===== src/rtl/instruction_fetch.sv =====
// Instruction fetch stage of the RV32I pipeline.
// Holds the PC, issues one outstanding request at a time to instruction
// memory and hands fetched words to decode through an IF/ID register backed
// by a one-entry skid buffer. Supports decode stalls and execute redirects.
// Optional feature: define IF_ALIGN_CHECK_EN to flag misaligned redirect
// targets on out_misaligned instead of silently aligning them.
module instruction_fetch #(
    parameter logic [31:0] RESET_PC = 32'h0000_0000,
    parameter logic [31:0] NOP_INSN = 32'h0000_0013
) (
    input  logic        clock,
    input  logic        reset,
    input  logic        stall,
    input  logic        flush,
    input  logic [31:0] redirect_pc,
    output logic        imem_req_valid,
    input  logic        imem_req_ready,
    output logic [31:0] imem_addr,
    input  logic        imem_resp_valid,
    input  logic [31:0] imem_resp_data,
    output logic        out_valid,
    output logic [31:0] out_instruction,
    output logic [31:0] out_pc,
    output logic [31:0] out_pc_plus4
`ifdef IF_ALIGN_CHECK_EN
    ,
    output logic        out_misaligned
`endif
);

    typedef enum logic [1:0] {
        FETCH,
        WAIT,
        DRAIN
    } state_t;

    state_t      state;
    logic        started;
    logic [31:0] fetch_pc;
    logic [31:0] req_pc;
    logic        skid_valid;
    logic [31:0] skid_insn;
    logic [31:0] skid_pc;
    logic        halted;

    logic        handshake;
    logic        deliver;
    logic        consume;
    logic        out_free;
    logic        drain_pending;
    logic [31:0] redirect_target;

    // Requests are held off during the reset cycle itself, while the skid
    // buffer is occupied, and while parked on a misaligned redirect.
    assign imem_req_valid  = started && (state == FETCH) && !skid_valid && !halted;
    assign imem_addr       = fetch_pc;
    assign handshake       = imem_req_valid && imem_req_ready;
    assign deliver         = (state == WAIT) && imem_resp_valid;
    assign consume         = out_valid && !stall;
    assign out_free        = !out_valid || !stall;
    // A response is still owed to us if one was just accepted, or if we were
    // already waiting and it has not arrived this cycle.
    assign drain_pending   = handshake || ((state != FETCH) && !imem_resp_valid);
    assign redirect_target = redirect_pc & 32'hFFFF_FFFC;
    assign out_pc_plus4    = out_pc + 32'd4;

`ifdef IF_ALIGN_CHECK_EN
    logic misaligned;
    assign misaligned = |redirect_pc[1:0];
`else
    assign halted = 1'b0;
`endif

    // Fetch FSM, PC, skid buffer and IF/ID output register.
    // NOTE: every register here uses <= so all updates see pre-edge values.
    always_ff @(posedge clock or negedge reset) begin
        if (!reset) begin
            state           <= FETCH;
            started         <= 1'b0;
            fetch_pc        <= RESET_PC;
            req_pc          <= RESET_PC;
            skid_valid      <= 1'b0;
            // NOTE: payload registers are reset too; it is cheap here and
            // keeps unknowns off the decode interface.
            skid_insn       <= NOP_INSN;
            skid_pc         <= 32'h0;
            out_valid       <= 1'b0;
            out_instruction <= NOP_INSN;
            out_pc          <= 32'h0;
`ifdef IF_ALIGN_CHECK_EN
            halted          <= 1'b0;
            out_misaligned  <= 1'b0;
`endif
        end else begin
            started <= 1'b1;
            if (flush) begin
                // Redirect wins over stall and delivery; any in-flight
                // response is dropped by DRAIN.
                state           <= drain_pending ? DRAIN : FETCH;
                fetch_pc        <= redirect_target;
                skid_valid      <= 1'b0;
                out_valid       <= 1'b0;
                out_instruction <= NOP_INSN;
`ifdef IF_ALIGN_CHECK_EN
                halted          <= misaligned;
                out_misaligned  <= misaligned;
                if (misaligned) begin
                    out_valid <= 1'b1;
                    out_pc    <= redirect_pc;
                end
`endif
            end else begin
                case (state)
                    FETCH: begin
                        if (handshake) begin
                            fetch_pc <= fetch_pc + 32'd4;
                            req_pc   <= fetch_pc;
                            state    <= WAIT;
                        end
                    end
                    WAIT: begin
                        if (imem_resp_valid) state <= FETCH;
                    end
                    DRAIN: begin
                        if (imem_resp_valid) state <= FETCH;
                    end
                    default: state <= FETCH;
                endcase

                // Output register: a fresh word takes priority when the
                // register is free; otherwise drain the skid on consumption.
                if (deliver && out_free) begin
                    out_valid       <= 1'b1;
                    out_instruction <= imem_resp_data;
                    out_pc          <= req_pc;
                end else if (consume) begin
                    if (skid_valid) begin
                        out_instruction <= skid_insn;
                        out_pc          <= skid_pc;
                        skid_valid      <= 1'b0;
                    end else begin
                        out_valid       <= 1'b0;
                        out_instruction <= NOP_INSN;
                    end
                end

                // Decode is stalled on a valid word: park the new one.
                if (deliver && !out_free) begin
                    skid_valid <= 1'b1;
                    skid_insn  <= imem_resp_data;
                    skid_pc    <= req_pc;
                end

`ifdef IF_ALIGN_CHECK_EN
                if (consume) out_misaligned <= 1'b0;
`endif
            end
        end
    end

endmodule


===== config.mk =====
export PLATFORM = sky130hd
export DESIGN_NAME = instruction_fetch
export DESIGN_NICKNAME = d
export VERILOG_FILES = /design/src/rtl/instruction_fetch.sv
export SDC_FILE = /design/constraint.sdc
export NUM_CORES = 1
export LEC_CHECK = 0
export CAP_MARGIN = 25
export CORE_UTILIZATION = 25
export DETAILED_ROUTE_END_ITERATION = 8
export GPL_TIMING_DRIVEN = 0
export PLACE_DENSITY = 0.44
export SETUP_SLACK_MARGIN = 0.4
export SLEW_MARGIN = 15
export SYNTH_ARGS = -nofsm -noshare
export SYNTH_HDL_FRONTEND = slang
export SYNTH_SLANG_ARGS = --single-unit

===== constraint.sdc =====
create_clock -name clock -period 2.2 [get_ports clock]
set_input_delay 0.44 -clock clock [delete_from_list [all_inputs] [get_ports clock]]
set_output_delay 0.44 -clock clock [all_outputs]
set_load 0.005 [all_outputs]

* Word level (Yosys, flattened, before mapping)
Index checks and enable logic that the tools add are counted. Widths: inputs -> output; s select.
Operators by class: $add $sub $neg 2, equal/unequal tests 6, muxes and demuxes 23, bitwise gates (word level) 1, reductions and logical operators 31
Operators by type and width (count):
- $mux 32 | 10
- $add 32x3->32 const B | 2
- $reduce_and 2->1 | 5
- $reduce_bool 2->1 | 5
- $logic_and 1x1->1 | 8
- $mux 1 | 8
- $mux 2 | 4
- $ne 3x2->1 const B | 2
- $reduce_and 3->1 | 2
- $reduce_bool 3->1 | 2
- $logic_not 1->1 | 5
- $pmux 2 s2 | 1
- $ne 3x1->1 const B | 1
- $ne 3x3->1 const B | 1
- $eq 2x1->1 const B | 1
- $eq 2x2->1 const B | 1
- $logic_not 2->1 | 1
- $logic_or 1x1->1 | 2
- $reduce_or 2->1 | 1
- $not 1->1 | 1
Word-level totals: register bits after elaboration 197, logic and storage cells 73

* Logic depth before layout (Yosys ltp)
depth after elaboration 7, mapped depth 9

* Least setup slack after synthesis
No wires, ideal clock.
path type register to register, start register state[1], end register fetch_pc[26] (netlist: imem_addr[26]), arrival 2.193 ns, setup slack -0.075 ns, cell stages (with the launch flop) 9, clock period less this slack 2.275 ns, cell sequence dfrtp_1 -> inv_1 -> ha_1 -> nand4b_2 -> or4_4 -> buf_6 -> buf_6 -> or4_1 -> a31oi_1
On the way: word-level cells in the longest chain between the ends 6, elaborated cells on any way between the ends 7, classes of those cells reduce/logical (7)
Ends and longest elaborated chain:
- start, declared | line 37 | state_t state;
- start signal, assigned | line 99 | state <= drain_pending ? DRAIN : FETCH;
- $logic_not 2->1 * | line 55, 113
- $logic_and 1x1->1 (2 in a row) | line 55 | assign imem_req_valid = started && (state == FETCH) && !skid_valid && !halted;
- $logic_and 1x1->1 | line 57 | assign handshake = imem_req_valid && imem_req_ready;
- $reduce_bool 2->1 (no source line)
- $reduce_and 2->1 (no source line) *
- end signal, assigned | line 100 | fetch_pc <= redirect_target;
- end signal, assigned | line 116 | fetch_pc <= fetch_pc + 32'd4;
- end, declared | line 39 | logic [31:0] fetch_pc;
Every way passes the cells marked *; elsewhere a longest branch is shown, timed or not. A chain may end at the register's enable or synchronous reset.

* Final worst setup path
start register out_pc[2], end output port out_pc_plus4[30]
On the way: word-level cells in the longest chain between the ends 1
Ends and longest elaborated chain:
- start, declared | line 23 | output logic [31:0] out_pc,
- start signal, assigned | line 135 | out_pc <= req_pc;
- start signal, assigned | line 139 | out_pc <= skid_pc;
- $add 32x3->32 | line 65 | assign out_pc_plus4 = out_pc + 32'd4;
- end, declared | line 24 | output logic [31:0] out_pc_plus4
Every way passes these cells.

==> results.md <==
- Status: finished with violations
- Violated checks: negative setup slack
- Routed WL: roughly 34 mm
- Critical path peak fanout: 5
- Site row count: 69
- Critical-path top delay cell: dfrtp_2
- Min Clock Period, post-route: approximately 2.5 ns
- Setup ws final: -0.317 ns
- Mapped cell area: just over 9000 sq um
- Commonest non-fill, non-tap cell in the layout: dfrtp_1
- Synth Register Bits: approximately 190
- Largest area contributor in the netlist: dfrtp_1
- Power consumption: around 11,000 uW
- Hpwl dp: just over 20 mm
- Starting DRT DRC Count: 360
- # IOs: 200
- Crit end category: primary output
- Synth top area share: 0.506
- Final critical-path share of the clock period: 1.14
- Final net count: about 1,300
- Static Leak: approximately 0.0076 uW
- Initial Util: 0.254
- Vias per Instance: roughly 4.8
- Root cell of the clock tree: clkbuf_16
- Worst EP required: about 1.8 ns
- PortBufs: 191
- Dpl cells: between 1,000 and 1,500
- DRT antenna net count: 0
- Vias in the first global route: 8,123
- Worst VDD drop: about 0.00063 V
- Die Height: 192 um
- Initial antenna violation count: 4
- Sinks on Clock Net: approximately 190
- Critical path class: flip-flop to primary output
- DR pass1 iterations: 4
- Die Width: ~190 um
- Mean routed wirelength per cell: slightly below 20 um
- Clock power share: 0.290
- TritonCTS clock tree: done
- All-Layer GR Usage: 0.175
- Sequential fraction of the synthesis area: 0.523
- Fmax: around 400 MHz
- RSZ-0062 raised after global routing: true
- Syn Area/Cell: ~11 sq um
- Logic depth of the worst path, buffers included: 9
- Final Cell Area: between 15,000 and 20,000 sq um
- Worst-Skew Late Latency: around 0.45 ns
- Top Family by Delay on Critical Path: simple AND/OR/NAND/NOR gates
- Clock skew: between 0.01 and 0.015 ns
- Htree depth: 4
- HP Class: input pin to async pin
- Max_slew headroom: 0.619
- Ys Warns: 0
- Sequential share of power: 0.412
- Cell Area, Placed: about 12,000 sq um
- Critical path buffer and inverter count: 4
- Synth top area cells: dfrtp_1, mux2_2, mux2i_1
- Place WS: -0.712 ns
- First-pass GRT wire length: between 40 and 50 mm
- Clock Pin Slew Worst Setup and Hold Paths: 0.07 ns
- FFs w/ async S/R, synth: 1.00
- Largest net degree at the start of global routing: between 80 and 90
- Post-synth EDFFs: 0
- Pwr dens: around 660 nW/um^2
- Max-Cap Viols: 0
- Slew @ Worst Pin: approximately 0.57 ns
- FF-to-FF path depth: 14
- Layout area overhead: 76.2%
- Final Hold Vio Count: 0
- Die ar.: approximately 37,000 sq um
- Critical path cell sequence: buf_6 -> ha_4 -> nand4_1 -> nor3_4 -> buf_6 -> buf_12 -> nand4b_1 -> xnor2_1 -> buf_2
- CP Launch Type: flip-flop
- Drt drc: 0
- Final slew viol count: 0
- Setup violators final: 28
- Grt ovf: 0
- Cell variety after synth: 49
- Via count: 8,208
- Share of layout cells above drive strength 1: 0.483
- Most frequent cells in the layout: dfrtp_1, buf_4, mux2_4, clkdlybuf4s50_1, buf_6
- GP Congestion: 0.767
- Fill count: 3,386
- Switch share: 0.298
- Crit path top cell by count: buf_6
- Crit path DAT: 2.08 ns
- Combinational share of power: 0.297
- Switching power: approximately 3200 uW
- Dominant synthesized flop cell: dfrtp_1
- CP peak stage delay: roughly 0.38 ns
- Total CTS buffers: 17
- Internal power: 7410 uW
- Non-Filler Instances: ~1,700
- Cells after Synth: approximately 840
- Clock Tree Buf Depth: 2
- Core area: roughly 36,000 sq um
## worst paths after layout
path	from	slack [ns]	end
worst max-delay path	out_pc[2]	-0.32	out_pc_plus4[30]
worst min register to register	out_instruction[9]	0.49	out_instruction[9]
worst min-delay path	reset	0.46	skid_insn[25]
worst max register to register	state[1]	-0.01	out_instruction[13]
min in group clock	out_instruction[9]	0.49	out_instruction[9]
max in group asynchronous	reset	0.72	imem_addr[13]
## state kept, by name, indices dropped and copies added (netlist names)
signal / count
out_instruction: 32
started: 1
imem_addr: 30
req_pc: 30
skid_valid: 1
out_pc: 30
skid_insn: 32
skid_pc: 30
state: 2
out_valid: 1
## cell type report
| type | count | area, sq um | area share |
|---|---|---|---|
| multi-input combinational | 586 | 5400 | 0.339 |
| sequential | 189 | 4780 | 0.300 |
| timing repair buffer | 382 | 3820 | 0.239 |
| buffer | 61 | 769 | 0.0482 |
| tap | 461 | 577 | 0.0362 |
| clock buffer | 18 | 429 | 0.0269 |
| clock inverter | 14 | 138 | 0.00863 |
| inverter | 8 | 30.0 | 0.00188 |
| antenna | 3 | 7.51 | 0.000471 |
## cells in the mapped netlist (2+ instances only)
library cell and n:
nand3_1 28, dfstp_2 6, nand4_1 17, o31ai_1 14, clkbuf_1 45, nand2b_1 4
nor3_1 5, conb_1 2, buf_4 6, nor2_1 56, inv_1 8, o2bb2ai_1 11
nor2b_1 2, or4_1 17, and3_1 29, a2bb2oi_1 2, nor4_1 3, a211o_1 2
ha_1 4, buf_1 6, xor2_1 10, mux2_2 95, dfrtp_1 183, buf_6 2
nand2_1 80, buf_2 2, o211ai_1 4, o22a_1 3, and4_1 8, or3_1 4
a31oi_1 32, mux2i_1 31, nand4b_1 3, o21ai_0 41, xnor2_1 25, a21oi_1 35
and2_1 2
## per-stage QoR
step | TNS (ns) | utilization | hold slack, ns
after global placement | -1595.14 | 0.327 | 0.464
final | -5.50 | 0.448 | 0.462
after detailed placement | -103.88 | 0.329 | 0.343
after global routing | -10.44 | 0.448 | 0.487
after floorplan | 0 | - | 0.144
after CTS | -6.89 | 0.401 | 0.453
## worst register-to-register path, delay by kind of cell, from the launching register on
kind,cells,cell delay (ns)
DFF,1,0.34
buffers and inverters,9,1.07
AOI/OAI and AO/OA,1,0.07
and+or+nand+nor,3,0.50
adders and majority gates,1,0.16
## per-layer routing
layer / GRT usage / up-vias / share of wire
met5: 0 / - / 0.00036
met3: 0.0336 / 34 / 0.048
li1: - / 3857 / -
met4: 0.0612 / 2 / 0.016
met1: 0.233 / 4132 / 0.45
met2: 0.282 / 183 / 0.49
## power groups by stage
stage,logic [uW],registers [uW],clock network [uW]
2_1_floorplan,906,4340,0
3_3_place_gp,1820,4460,0
3_5_place_dp,1850,4470,0
4_1_cts,2620,4310,3160
5_1_grt,3390,4430,3290
6_report,3140,4360,3060
## logic make-up after synthesis
family / count (synthesis) / share of synthesized area
compound gates: 150 / 0.102
xor+xnor: 35 / 0.0339
fa+ha+maj: 4 / 0.00553
buf+inv: 69 / 0.0330
flops: 189 / 0.523
mux: 126 / 0.152
other cells: 2 / 0.000830
simple gates: 264 / 0.149
## timing repair
item                                   4_1_cts  5_1_grt
endpoints found under the hold margin       37        0
hold buffers                                 1        0
pin swaps                                   73       82
gates resized for setup                    481      335
setup buffers                              129       39
gates cloned                                 7       13
setup endpoints to repair                  287      242
No activity file was read; power rests on OpenSTA's default activity.
